[config.mk]
export PLATFORM = sky130hd
export DESIGN_NAME = button_debouncer
export DESIGN_NICKNAME = d
export VERILOG_FILES = /design/src/rtl/button_debouncer.sv
export SDC_FILE = /design/constraint.sdc
export NUM_CORES = 1
export LEC_CHECK = 0
export ABC_AREA = 1
export CORE_MARGIN = 3
export CORE_UTILIZATION = 35
export CTS_CLUSTER_SIZE = 24
export DETAILED_ROUTE_END_ITERATION = 6
export PLACE_DENSITY_LB_ADDON = 0.15
export SYNTH_ARGS = -nofsm -noshare
export SYNTH_HDL_FRONTEND = slang
export SYNTH_SLANG_ARGS = --single-unit
export TNS_END_PERCENT = 100
[constraint.sdc]
create_clock -name clk -period 1.43 [get_ports clk]
set_input_delay 0.2145 -clock clk [delete_from_list [all_inputs] [get_ports clk]]
set_output_delay 0.2145 -clock clk [all_outputs]
set_load 0.02 [all_outputs]
[src/rtl/button_debouncer.sv]
// ----------------------------------------------------------------------------
// button_debouncer
//   Conditions raw board push-buttons / switches for internal logic. Each
//   channel passes through a 2-flop synchronizer, then a stability counter
//   that accepts a new level only after it has held for DEBOUNCE_CYCLES
//   consecutive clocks. Acceptance updates the debounced level and fires a
//   one-cycle rise or fall pulse on the same edge.
//
// Ports
//   clk       in   1      system clock, rising edge
//   rst       in   1      synchronous, active-high reset
//   btn_in    in   WIDTH  raw asynchronous pin levels
//   btn_out   out  WIDTH  debounced level per channel
//   btn_rise  out  WIDTH  1-cycle pulse when btn_out goes 0->1
//   btn_fall  out  WIDTH  1-cycle pulse when btn_out goes 1->0
//   any_rise  out  1      OR of btn_rise, registered alongside it
// ----------------------------------------------------------------------------

// ----------------------------------------------------------------------------
// button_debouncer_lane
//   One debounced channel.
//
// Ports
//   clk       in   1   system clock
//   rst       in   1   synchronous, active-high reset
//   btn_in    in   1   raw pin level
//   btn_out   out  1   debounced level
//   btn_rise  out  1   registered 0->1 pulse
//   btn_fall  out  1   registered 1->0 pulse
//   rise_set  out  1   combinational "rise fires at next edge" for the shared
//                      any_rise register in the top level
// ----------------------------------------------------------------------------
module button_debouncer_lane #(
   parameter int DEBOUNCE_CYCLES = 1_000_000,
   parameter int CNT_WIDTH       = $clog2(DEBOUNCE_CYCLES)
) (
   input  logic clk,
   input  logic rst,
   input  logic btn_in,
   output logic btn_out,
   output logic btn_rise,
   output logic btn_fall,
   output logic rise_set
);

   localparam logic [CNT_WIDTH-1:0] CNT_MAX = CNT_WIDTH'(DEBOUNCE_CYCLES - 1);

   logic                 sync1;
   logic                 sync2;
   logic [CNT_WIDTH-1:0] cnt;
   logic                 differ;
   logic                 accept;

   // Only the second synchronizer stage is ever compared against btn_out,
   // so metastability on sync1 never reaches the counter.
   assign differ   = (sync2 != btn_out);
   // Counter already holds N-1 differing samples and this is the Nth.
   assign accept   = differ && (cnt == CNT_MAX);
   assign rise_set = accept & sync2;

   always_ff @(posedge clk) begin
      if (rst) begin
         sync1    <= 1'b0;
         sync2    <= 1'b0;
         btn_out  <= 1'b0;
         btn_rise <= 1'b0;
         btn_fall <= 1'b0;
         cnt      <= '0;
      end else begin
         sync1    <= btn_in;
         sync2    <= sync1;
         btn_rise <= accept &  sync2;
         btn_fall <= accept & ~sync2;
         if (accept) begin
            btn_out <= sync2;
            cnt     <= '0;
         end else if (differ) begin
            cnt     <= cnt + 1'b1;
         end else begin
            // Any sample matching the current level restarts the count.
            cnt     <= '0;
         end
      end
   end

endmodule

module button_debouncer #(
   parameter int WIDTH           = 4,
   parameter int DEBOUNCE_CYCLES = 1_000_000
) (
   input  logic             clk,
   input  logic             rst,
   input  logic [WIDTH-1:0] btn_in,
   output logic [WIDTH-1:0] btn_out,
   output logic [WIDTH-1:0] btn_rise,
   output logic [WIDTH-1:0] btn_fall,
   output logic             any_rise
);

   localparam int CNT_WIDTH = $clog2(DEBOUNCE_CYCLES);

   // A one-cycle window cannot filter anything and collapses the counter
   // to zero bits, so refuse to build it.
   generate
      if (DEBOUNCE_CYCLES < 2) begin : g_bad_param
         $error("button_debouncer: DEBOUNCE_CYCLES must be >= 2");
      end
   endgenerate

   logic [WIDTH-1:0] rise_set;

   button_debouncer_lane #(
      .DEBOUNCE_CYCLES (DEBOUNCE_CYCLES),
      .CNT_WIDTH       (CNT_WIDTH)
   ) u_lane [WIDTH-1:0] (
      .clk      (clk),
      .rst      (rst),
      .btn_in   (btn_in),
      .btn_out  (btn_out),
      .btn_rise (btn_rise),
      .btn_fall (btn_fall),
      .rise_set (rise_set)
   );

   // Built from the lanes' next-cycle rise terms so it lands on the very
   // edge the individual btn_rise pulses do.
   always_ff @(posedge clk) begin
      if (rst) any_rise <= 1'b0;
      else     any_rise <= |rise_set;
   end

endmodule

# After elaboration in Yosys (flattened, before gate mapping)
# Cells that the tools add are included.
classes:
  bitwise: 16
  n_reduce_logical: 9
  eq_ne: 8
  n_addsub: 4
op_table:
  columns: ["cell", "n"]
  rows:
  - ["adder 20 x 1 -> 20 bit, second input constant", 4]
  - ["equality test 20 bit, second input constant", 4]
  - ["OR reduction 3 bit", 4]
  - ["bitwise AND 1 bit", 8]
  - ["NOT 1 bit", 8]
  - ["logical AND 1 bit", 4]
  - ["!= test 1 bit", 4]
  - ["OR reduction 4 bit", 1]
word_totals:
  register_bits: 101
  inputBits: 6
  output_inout_bits: 13
  word_cells: 62

# Depth between registers and ports, before layout
# Gate-level depths: netlist (run 1).
logic_depth:
  depth_word: 4
  mapped_depth: 10
  mapped_depth_nobuf: 10

# Cells and area by module
# Synthesis (run 1) repeated with hierarchy kept, for this count alone.
unflattened:
  hier_cells: 716
  area_unflattened_um2: 4972.3
modules_own_cells:
  columns: ["mod", "instances", "seq_area_each_um2", "area_per_inst_um2", "cells_each"]
  rows:
  - ["button_debouncer_lane", 4, 500.5, 1234.9, 178]
  - ["button_debouncer", 1, 20.0, 32.5, 4]

# Worst setup path after synthesis (run 1)
# Ideal clock, no wire load.
synth_path:
  path_type: "flip-flop to flip-flop"
  startpoint: "register u_lane[2].cnt[0]"
  endpoint: "register u_lane[2].cnt[14]"
  required_ns: 1.307
  stages_incl_launch_ff: 10
  synth_period_minus_slack_ns: 1.465
  arrival_time_ns: 1.342
  path_slack_ns: -0.035
  n_path_buf: 1
  path_cell_list: "dfxtp_1 -> ha_1 -> nand3_4 -> clkinv_2 -> nand2_1 -> nor2_2 -> nand2_2 -> nand3_2 -> buf_6 -> nor3_2"
synth_between:
  elab_chain_len: 3
  word_cells_on_any_way: 4
  classes_between: "add/sub (1); eq/ne (1); reduce/logical (2)"
synth_rtl:
  columns: ["item", "line", "source"]
  rows:
  - ["start, declared", "50", "logic [CNT_WIDTH-1:0] cnt;"]
  - ["start signal, assigned", "78", "cnt <= cnt + 1'b1;"]
  - ["branches (longest 3 deep; another with adder 20 x 1 -> 20 bit)", null, null]
# Several ways; the timed one is not identified.
# A chain may end at the register's enable or synchronous reset.

# Worst setup path after layout (run 1)
layout_path:
  startpoint: "register u_lane[1].cnt[0]"
  endpoint: "register u_lane[1].btn_fall"
layout_between:
  elab_chain_len: 3
layout_rtl:
  columns: ["item", "line", "source"]
  rows:
  - ["start, declared", "50", null]
  - ["start signal, assigned", "78", null]
  - ["equality test 20 bit", "58", "assign accept = differ && (cnt == CNT_MAX);"]
  - ["logical AND 1 bit", "58", null]
  - ["bitwise AND 1 bit", "73", "btn_fall <= accept & ~sync2;"]
  - ["end signal, assigned", "73", null]
  - ["end, declared", "42", "output logic btn_fall,"]
# No other way between the ends.

==> results.sh, run 1 <==
export IMPL_die_x_um=124.2
export IMPL_critPathLaunchType="flop"
export IMPL_reg2reg_slack_ns=0.001
export IMPL_numPortBuffers=18
export IMPL_arrival_ns=1.70
export IMPL_crit_path_frequent_cell="nor2_4"
export IMPL_ys_types=35
export IMPL_synth_seq_cells=101
export IMPL_numPlacedInstances=883
export IMPL_synthSimpleGateAreaFrac_pct=37.26
export IMPL_synth_warnings=0
export IMPL_vias=4160
export IMPL_worstSetupEndpoint="u_lane[1].btn_fall"
export IMPL_synth_async_reset_ratio_pct=0
export IMPL_synthTopCellsByArea="dfxtp_1, nand2_1, nor2_1"
export IMPL_crit_fanout=7
export IMPL_synth_top_family_by_area="simple AND/OR/NAND/NOR gates"
export IMPL_r2r_end="u_lane[1].btn_fall"
export IMPL_finalSetupViolations=0
export IMPL_yosys_area_top_type="dfxtp_1"
export IMPL_cts_buffers=9
export IMPL_cts_htree_levels=3
export IMPL_crit_type="reg -> reg"
export IMPL_drt_total_wl_um=10680
export IMPL_crit_path_end_kind="flop"
export IMPL_placementRows=42
export IMPL_routedWlPerCell_um=11.59
export IMPL_cts_tree="built"
export IMPL_max_slew_margin_pct=77.95
export IMPL_grt_first_pass_wirelength_um=17950
export IMPL_timing_final_crit_share_pct=99.92
export IMPL_hold_slack_ns=0.3973
export IMPL_p_leak_nw=2.342
export IMPL_layout_drive_gt1_share_pct=28.32
export IMPL_die_area_um2=15410
export IMPL_synth_adder_area_share_pct=1.024
export IMPL_avgSynthCellArea_um2=7.358
export IMPL_n_antenna_cell=0
export IMPL_chipHeight_um=124.2
export IMPL_hp_start="u_lane[2].sync1"
export IMPL_crit_chain="ha_4, nand2_4, nor2_4, nand2_2, nor2_4, nand2_8, buf_4, nor3_2"
export IMPL_fin_setup_tns_ns=0
export IMPL_synth_top_area_share_pct=41.38
export IMPL_ir_worst_vdd_uv=621.4
export IMPL_io_pin_count=19
export IMPL_grt_start_max_net_pins=19
export IMPL_finalHoldViolCount=0
export IMPL_first_global_vias=3959
export IMPL_root_buffer="clkbuf_16"
export IMPL_worst_path_max_delay_cell="dfxtp_4"
export IMPL_synth_edf_count=0
export IMPL_final_common_cell="nand2_1"
export IMPL_clock_latency_ns=0.35
export IMPL_final_nets=750
export IMPL_cp_data_required_time_ns=1.71
export IMPL_viasPerCell=4.517
export IMPL_hold_buffers=0
export IMPL_final_cell_mix="nand2_1, nor2_1, inv_1, dfxtp_1, buf_4"
export IMPL_synth_compound_area_share_pct=3.431
export IMPL_overflow=0
export IMPL_reg2reg_from="u_lane[1].cnt[0]"
export IMPL_cts_clk_slew_worst_paths_ns=0.07
export IMPL_ant_nets=0
export IMPL_final_area_um2=6392
export IMPL_syn2layout_area_growth_pct=30.83
export IMPL_grt_antenna_before_repair=0
export IMPL_syn_area_um2=4886
export IMPL_post_route_min_period_ns=1.429
export IMPL_pwr_density_cell_nw_per_um2=847.1
export IMPL_synthCells=664
export IMPL_status="finished clean"
export IMPL_synthFlopType="dfxtp_1"
export IMPL_core_area_um2=13450
export IMPL_drtIter0Drc=205
export IMPL_fin_skew_ns=0.004732
export IMPL_worst_pin_slew_ns=0.3305
export IMPL_cts_path_max_buffers=2
export IMPL_synth_fp_nets=674
export IMPL_drc=0
export IMPL_seq_area_frac_synth_pct=41.38
export IMPL_fmax_ghz=0.6999
export IMPL_gp_congestion=0.8008
export IMPL_crit_buf_inv=1
export IMPL_track_usage_pct=14.66
export IMPL_slowest_delay_ns=0.37
export IMPL_synthMuxAreaShare_pct=0
export IMPL_cts_sinks=101
export IMPL_place_area_um2=5495
export IMPL_r2r_cells=8
export IMPL_path_delay_family="simple AND/OR/NAND/NOR gates"
export IMPL_fillers=1326
export IMPL_stdcell_count=921
export IMPL_rsz0062_at_grt="yes"
export IMPL_crit_start="u_lane[1].cnt[0]"
export IMPL_synth_xor_area_share_pct=6.812
export IMPL_dp_hpwl_um=7423
export IMPL_floorplan_initialDensity_pct=36.32
export IMPL_worst_path_stages=8
export IMPL_drtPass1Iterations=7
export IMPL_finalMaxSlewViolations=0
export IMPL_maxCapViolCount=0
export IMPL_hold_path_class="reg -> reg"
==> timing repair <==
action | CTS | global route
cloned | 2 | 3
pin swaps | 15 | 38
buffers inserted | 5 | 12
gates resized for setup | 37 | 92
endpoints found under the setup margin | 93 | 93
==> tightest hold or removal path, stage by stage, from the launching register on <==
cell,delay (ns)
dfxtp_1,0.30
inv_1,0.04
nor2_1,0.03
==> cell families (layout without fill, tap and decap cells) <==
family / Yosys count / after routing
simple gates: 384 / 387
buf+inv: 109 / 187
flops: 101 / 101
xor+xnor: 38 / 38
compound gates: 28 / 28
fa+ha+maj: 4 / 4
==> synth_stat cells (all sizes together), types with 3 or more instances <==
cell    number
buf         18
nand3b       3
a21oi       18
xnor2        6
inv         88
dfxtp      101
nor2       145
nand3       51
nor3        24
ha           4
nor3b        5
nand4       19
o21ai        6
nand2      132
or2          3
xor2        32
==> power breakdown <==
group,switching (mW),total [mW],internal (mW)
clock,1.05,2.45,1.40
combinational,0.0698,0.131,0.0610
sequential,0.0113,2.83,2.82
total,1.14,5.42,4.28
==> how the worst min path moves through the flow <==
stage / endpoint / slack [ns] / cells past startpoint
after global routing: u_lane[2].sync1 / 0.41 / 3
after global placement: u_lane[2].sync2 / 0.39 / 2
after floorplan: u_lane[0].sync1 / 0.32 / 2
after CTS: u_lane[2].sync1 / 0.40 / 3
final: u_lane[2].sync2 / 0.40 / 2
after detailed placement: u_lane[1].sync2 / 0.40 / 2
==> routing by layer <==
metal | global-route usage (%) | part of all wire [%] | up-vias
met5 | 0 | 0 | -
met4 | 5.065 | 1.4 | 0
met3 | 3.815 | 2.7 | 10
met2 | 24.26 | 49 | 40
met1 | 18.52 | 47 | 1885
li1 | - | - | 2225
==> final cells by class <==
| type | count | area, µm² | share of cell area [%] |
|---|---|---|---|
| clock inverter | 6 | 62.56 | 0.9787 |
| multi-input combinational | 457 | 2741 | 42.89 |
| sequential | 101 | 2058 | 32.20 |
| tap | 176 | 220.2 | 3.445 |
| inverter | 89 | 340.3 | 5.324 |
| clock buffer | 10 | 239.0 | 3.738 |
| timing repair buffer | 82 | 730.7 | 11.43 |
==> state kept, by name, summed over array words and instances, names as in the netlist <==
register / flops
u_lane.sync1: 4
any_rise: 1
u_lane.sync2: 4
u_lane.btn_rise: 4
u_lane.btn_fall: 4
u_lane.cnt: 80
u_lane.btn_out: 4
==> metrics by stage <==
| step | total power [mW] | utilization (%) | worst slack (ns) |
|---|---|---|---|
| finish | 5.415 | 47.52 | 0.001125 |
| global route | 5.636 | 47.52 | -0.07831 |
| CTS | 5.522 | 44.24 | -0.001018 |
| detailed placement | 3.003 | 40.85 | -0.09744 |
| global placement | 3.001 | 40.85 | -0.03688 |
| floorplan | 2.951 | - | 0.02104 |
(Power assumes the default switching activity.)
==> inputs of run 2 (changes only) <==
--- a/config.mk
+++ b/config.mk
@@ -6,8 +6,10 @@
 export NUM_CORES = 1
 export LEC_CHECK = 0
 export ABC_AREA = 1
+export CELL_PAD_IN_SITES_DETAIL_PLACEMENT = 1
+export CELL_PAD_IN_SITES_GLOBAL_PLACEMENT = 1
 export CORE_MARGIN = 3
-export CORE_UTILIZATION = 35
+export CORE_UTILIZATION = 38
 export CTS_CLUSTER_SIZE = 24
 export DETAILED_ROUTE_END_ITERATION = 6
 export PLACE_DENSITY_LB_ADDON = 0.15
==> run 2 against run 1 <==
Die area shrank 7.5%. Non-clock buffer count shrank 4. Fmax increased by 1.7%. Cell count decreased by 1.4%. Flip-flop and latch count stayed put. Global-route usage rose by 2.7 points. Critical endpoint is now u_lane[1].cnt[15]. Largest cell class unchanged. Largest power group unchanged.
==> results.sh, run 2 (synthesis results as in run 1) <==
export IMPL_first_global_vias=4358
export IMPL_fin_setup_tns_ns=0
export IMPL_largest_reg_flops=80
export IMPL_fin_skew_ns=0.005133
export IMPL_post_route_min_period_ns=1.405
export IMPL_grt_start_max_net_pins=21
export IMPL_cp_data_required_time_ns=1.68
export IMPL_drc=0
export IMPL_root_buffer="clkbuf_16"
export IMPL_chipHeight_um=119.4
export IMPL_cts_buffers=9
export IMPL_placementRows=40
export IMPL_viasPerCell=4.795
export IMPL_syn2layout_area_growth_pct=30.29
export IMPL_pwr_density_cell_nw_per_um2=887.1
export IMPL_status="finished clean"
export IMPL_final_nets=745
export IMPL_seq_area_um2=2059
export IMPL_gp_congestion=0.8222
export IMPL_p_leak_nw=2.399
export IMPL_hold_buffers=0
export IMPL_timing_final_crit_share_pct=98.23
export IMPL_layout_drive_gt1_share_pct=29.59
export IMPL_n_antenna_cell=0
export IMPL_crit_type="reg -> reg"
export IMPL_slowest_delay_ns=0.36
export IMPL_ir_worst_vdd_uv=639.0
export IMPL_drt_total_wl_um=12630
export IMPL_track_usage_pct=17.34
export IMPL_cts_tree="built"
export IMPL_top_register="u_lane.cnt"
export IMPL_worst_pin_slew_ns=0.2888
export IMPL_finalHoldViolCount=0
export IMPL_maxCapViolCount=0
export IMPL_finalMaxSlewViolations=0
export IMPL_numPortBuffers=18
export IMPL_final_cell_mix="nand2_1, nor2_1, inv_1, dfxtp_1, buf_4"
export IMPL_hold_path_class="in -> reg"
export IMPL_grt_antenna_before_repair=0
export IMPL_io_pin_count=19
export IMPL_rsz0062_at_grt="yes"
export IMPL_routedWlPerCell_um=13.91
export IMPL_fmax_ghz=0.7119
export IMPL_overflow=0
export IMPL_fillers=1535
export IMPL_final_common_cell="nand2_1"
export IMPL_die_area_um2=14250
export IMPL_dp_hpwl_um=8599
export IMPL_drtIter0Drc=146
export IMPL_arrival_ns=1.66
export IMPL_cts_path_max_buffers=2
export IMPL_cts_clk_slew_worst_paths_ns=0.07
export IMPL_vias=4354
export IMPL_crit_chain="buf_4, nand3_2, nor2_4, nand3_1, nor2_2, xor2_1, nor2_1"
export IMPL_cts_htree_levels=3
export IMPL_grt_first_pass_wirelength_um=20240
export IMPL_ant_nets=0
export IMPL_floorplan_initialDensity_pct=39.68
export IMPL_worst_path_max_delay_cell="dfxtp_2"
export IMPL_finalSetupViolations=0
export IMPL_crit_fanout=5
export IMPL_drtPass1Iterations=4
export IMPL_critPathLaunchType="flop"
export IMPL_crit_path_end_kind="flop"
export IMPL_multi_input_area_um2=2743
export IMPL_die_x_um=119.4
export IMPL_core_area_um2=12310
export IMPL_cts_sinks=101
export IMPL_clock_latency_ns=0.35
export IMPL_max_slew_margin_pct=80.58
export IMPL_hold_slack_ns=0.3833
[run 2: cell count changes in the layout (fill, tap and decap cells not counted), sizes merged]
cell	before	now
inv	88	91
bufinv	1	2
clkdlybuf4s15	1	0
clkinvlp	3	2
nand2	135	134
dlygate4sd2	12	13
buf	63	58
clkinv	3	1
[run 2: worst max-delay path: cells and delay by family, from the launching register on]
family | cells | cell delay, ns
simple gates | 5 | 0.64
flops | 1 | 0.36
xor+xnor | 1 | 0.16
buf+inv | 1 | 0.13
[run 2: path summary, 6_finish.rpt]
path	end	slack, ns	from	depth (start not counted)
worst max-delay path	u_lane[1].cnt[15]	0.03	u_lane[1].cnt[0]	7
worst min-delay path	u_lane[3].sync1	0.38	btn_in[3]	3
worst max register to register	u_lane[1].cnt[15]	0.03	u_lane[1].cnt[0]	7
worst min register to register	u_lane[2].sync2	0.40	u_lane[2].sync1	2
[run 2: timing repair]
| item | 4_1_cts | 5_1_grt |
|---|---|---|
| gates resized for setup | 43 | 89 |
| gates cloned | 1 | 3 |
| setup buffers | 6 | 9 |
| setup endpoints to repair | 94 | 80 |
| pin swaps | 15 | 33 |
[run 2: layout make-up]
| class | count | area share, % |
|---|---|---|
| multi-input cells | 456 | 43.08 |
| flip-flops and latches | 101 | 32.35 |
| repair buffers | 78 | 10.91 |
| inverters | 89 | 5.287 |
| clock buffers | 9 | 3.538 |
| well taps | 168 | 3.302 |
| clock inverters | 7 | 1.533 |
[run 2: where the power goes]
part           switching, mW  internal, mW  total (mW)
clock                   1.14          1.54        2.69
combinational         0.0681        0.0559       0.124
sequential            0.0108          2.82        2.84
[run 2: per-layer routing]
metal  vias to the layer above  GRT usage (%)  wire length (µm)
met5                         -              0                 0
met4                         0          4.080               143
met3                         8          4.606               306
met2                        36          31.68              6543
met1                      2102          20.13              5634
li1                       2208              -                 -
[run 2: stage by stage]
step	utilization (%)	setup WS [ns]	instances	power (mW)	area (µm²)
after floorplan	-	0.02104	664	2.951	4890
after global placement	44.53	-0.1006	873	2.999	5483
after detailed placement	44.53	-0.2146	873	3.002	5483
after CTS	48.41	-0.03470	896	5.710	5961
after global routing	51.71	-0.07698	908	5.847	6366
final	51.71	0.02535	908	5.648	6366
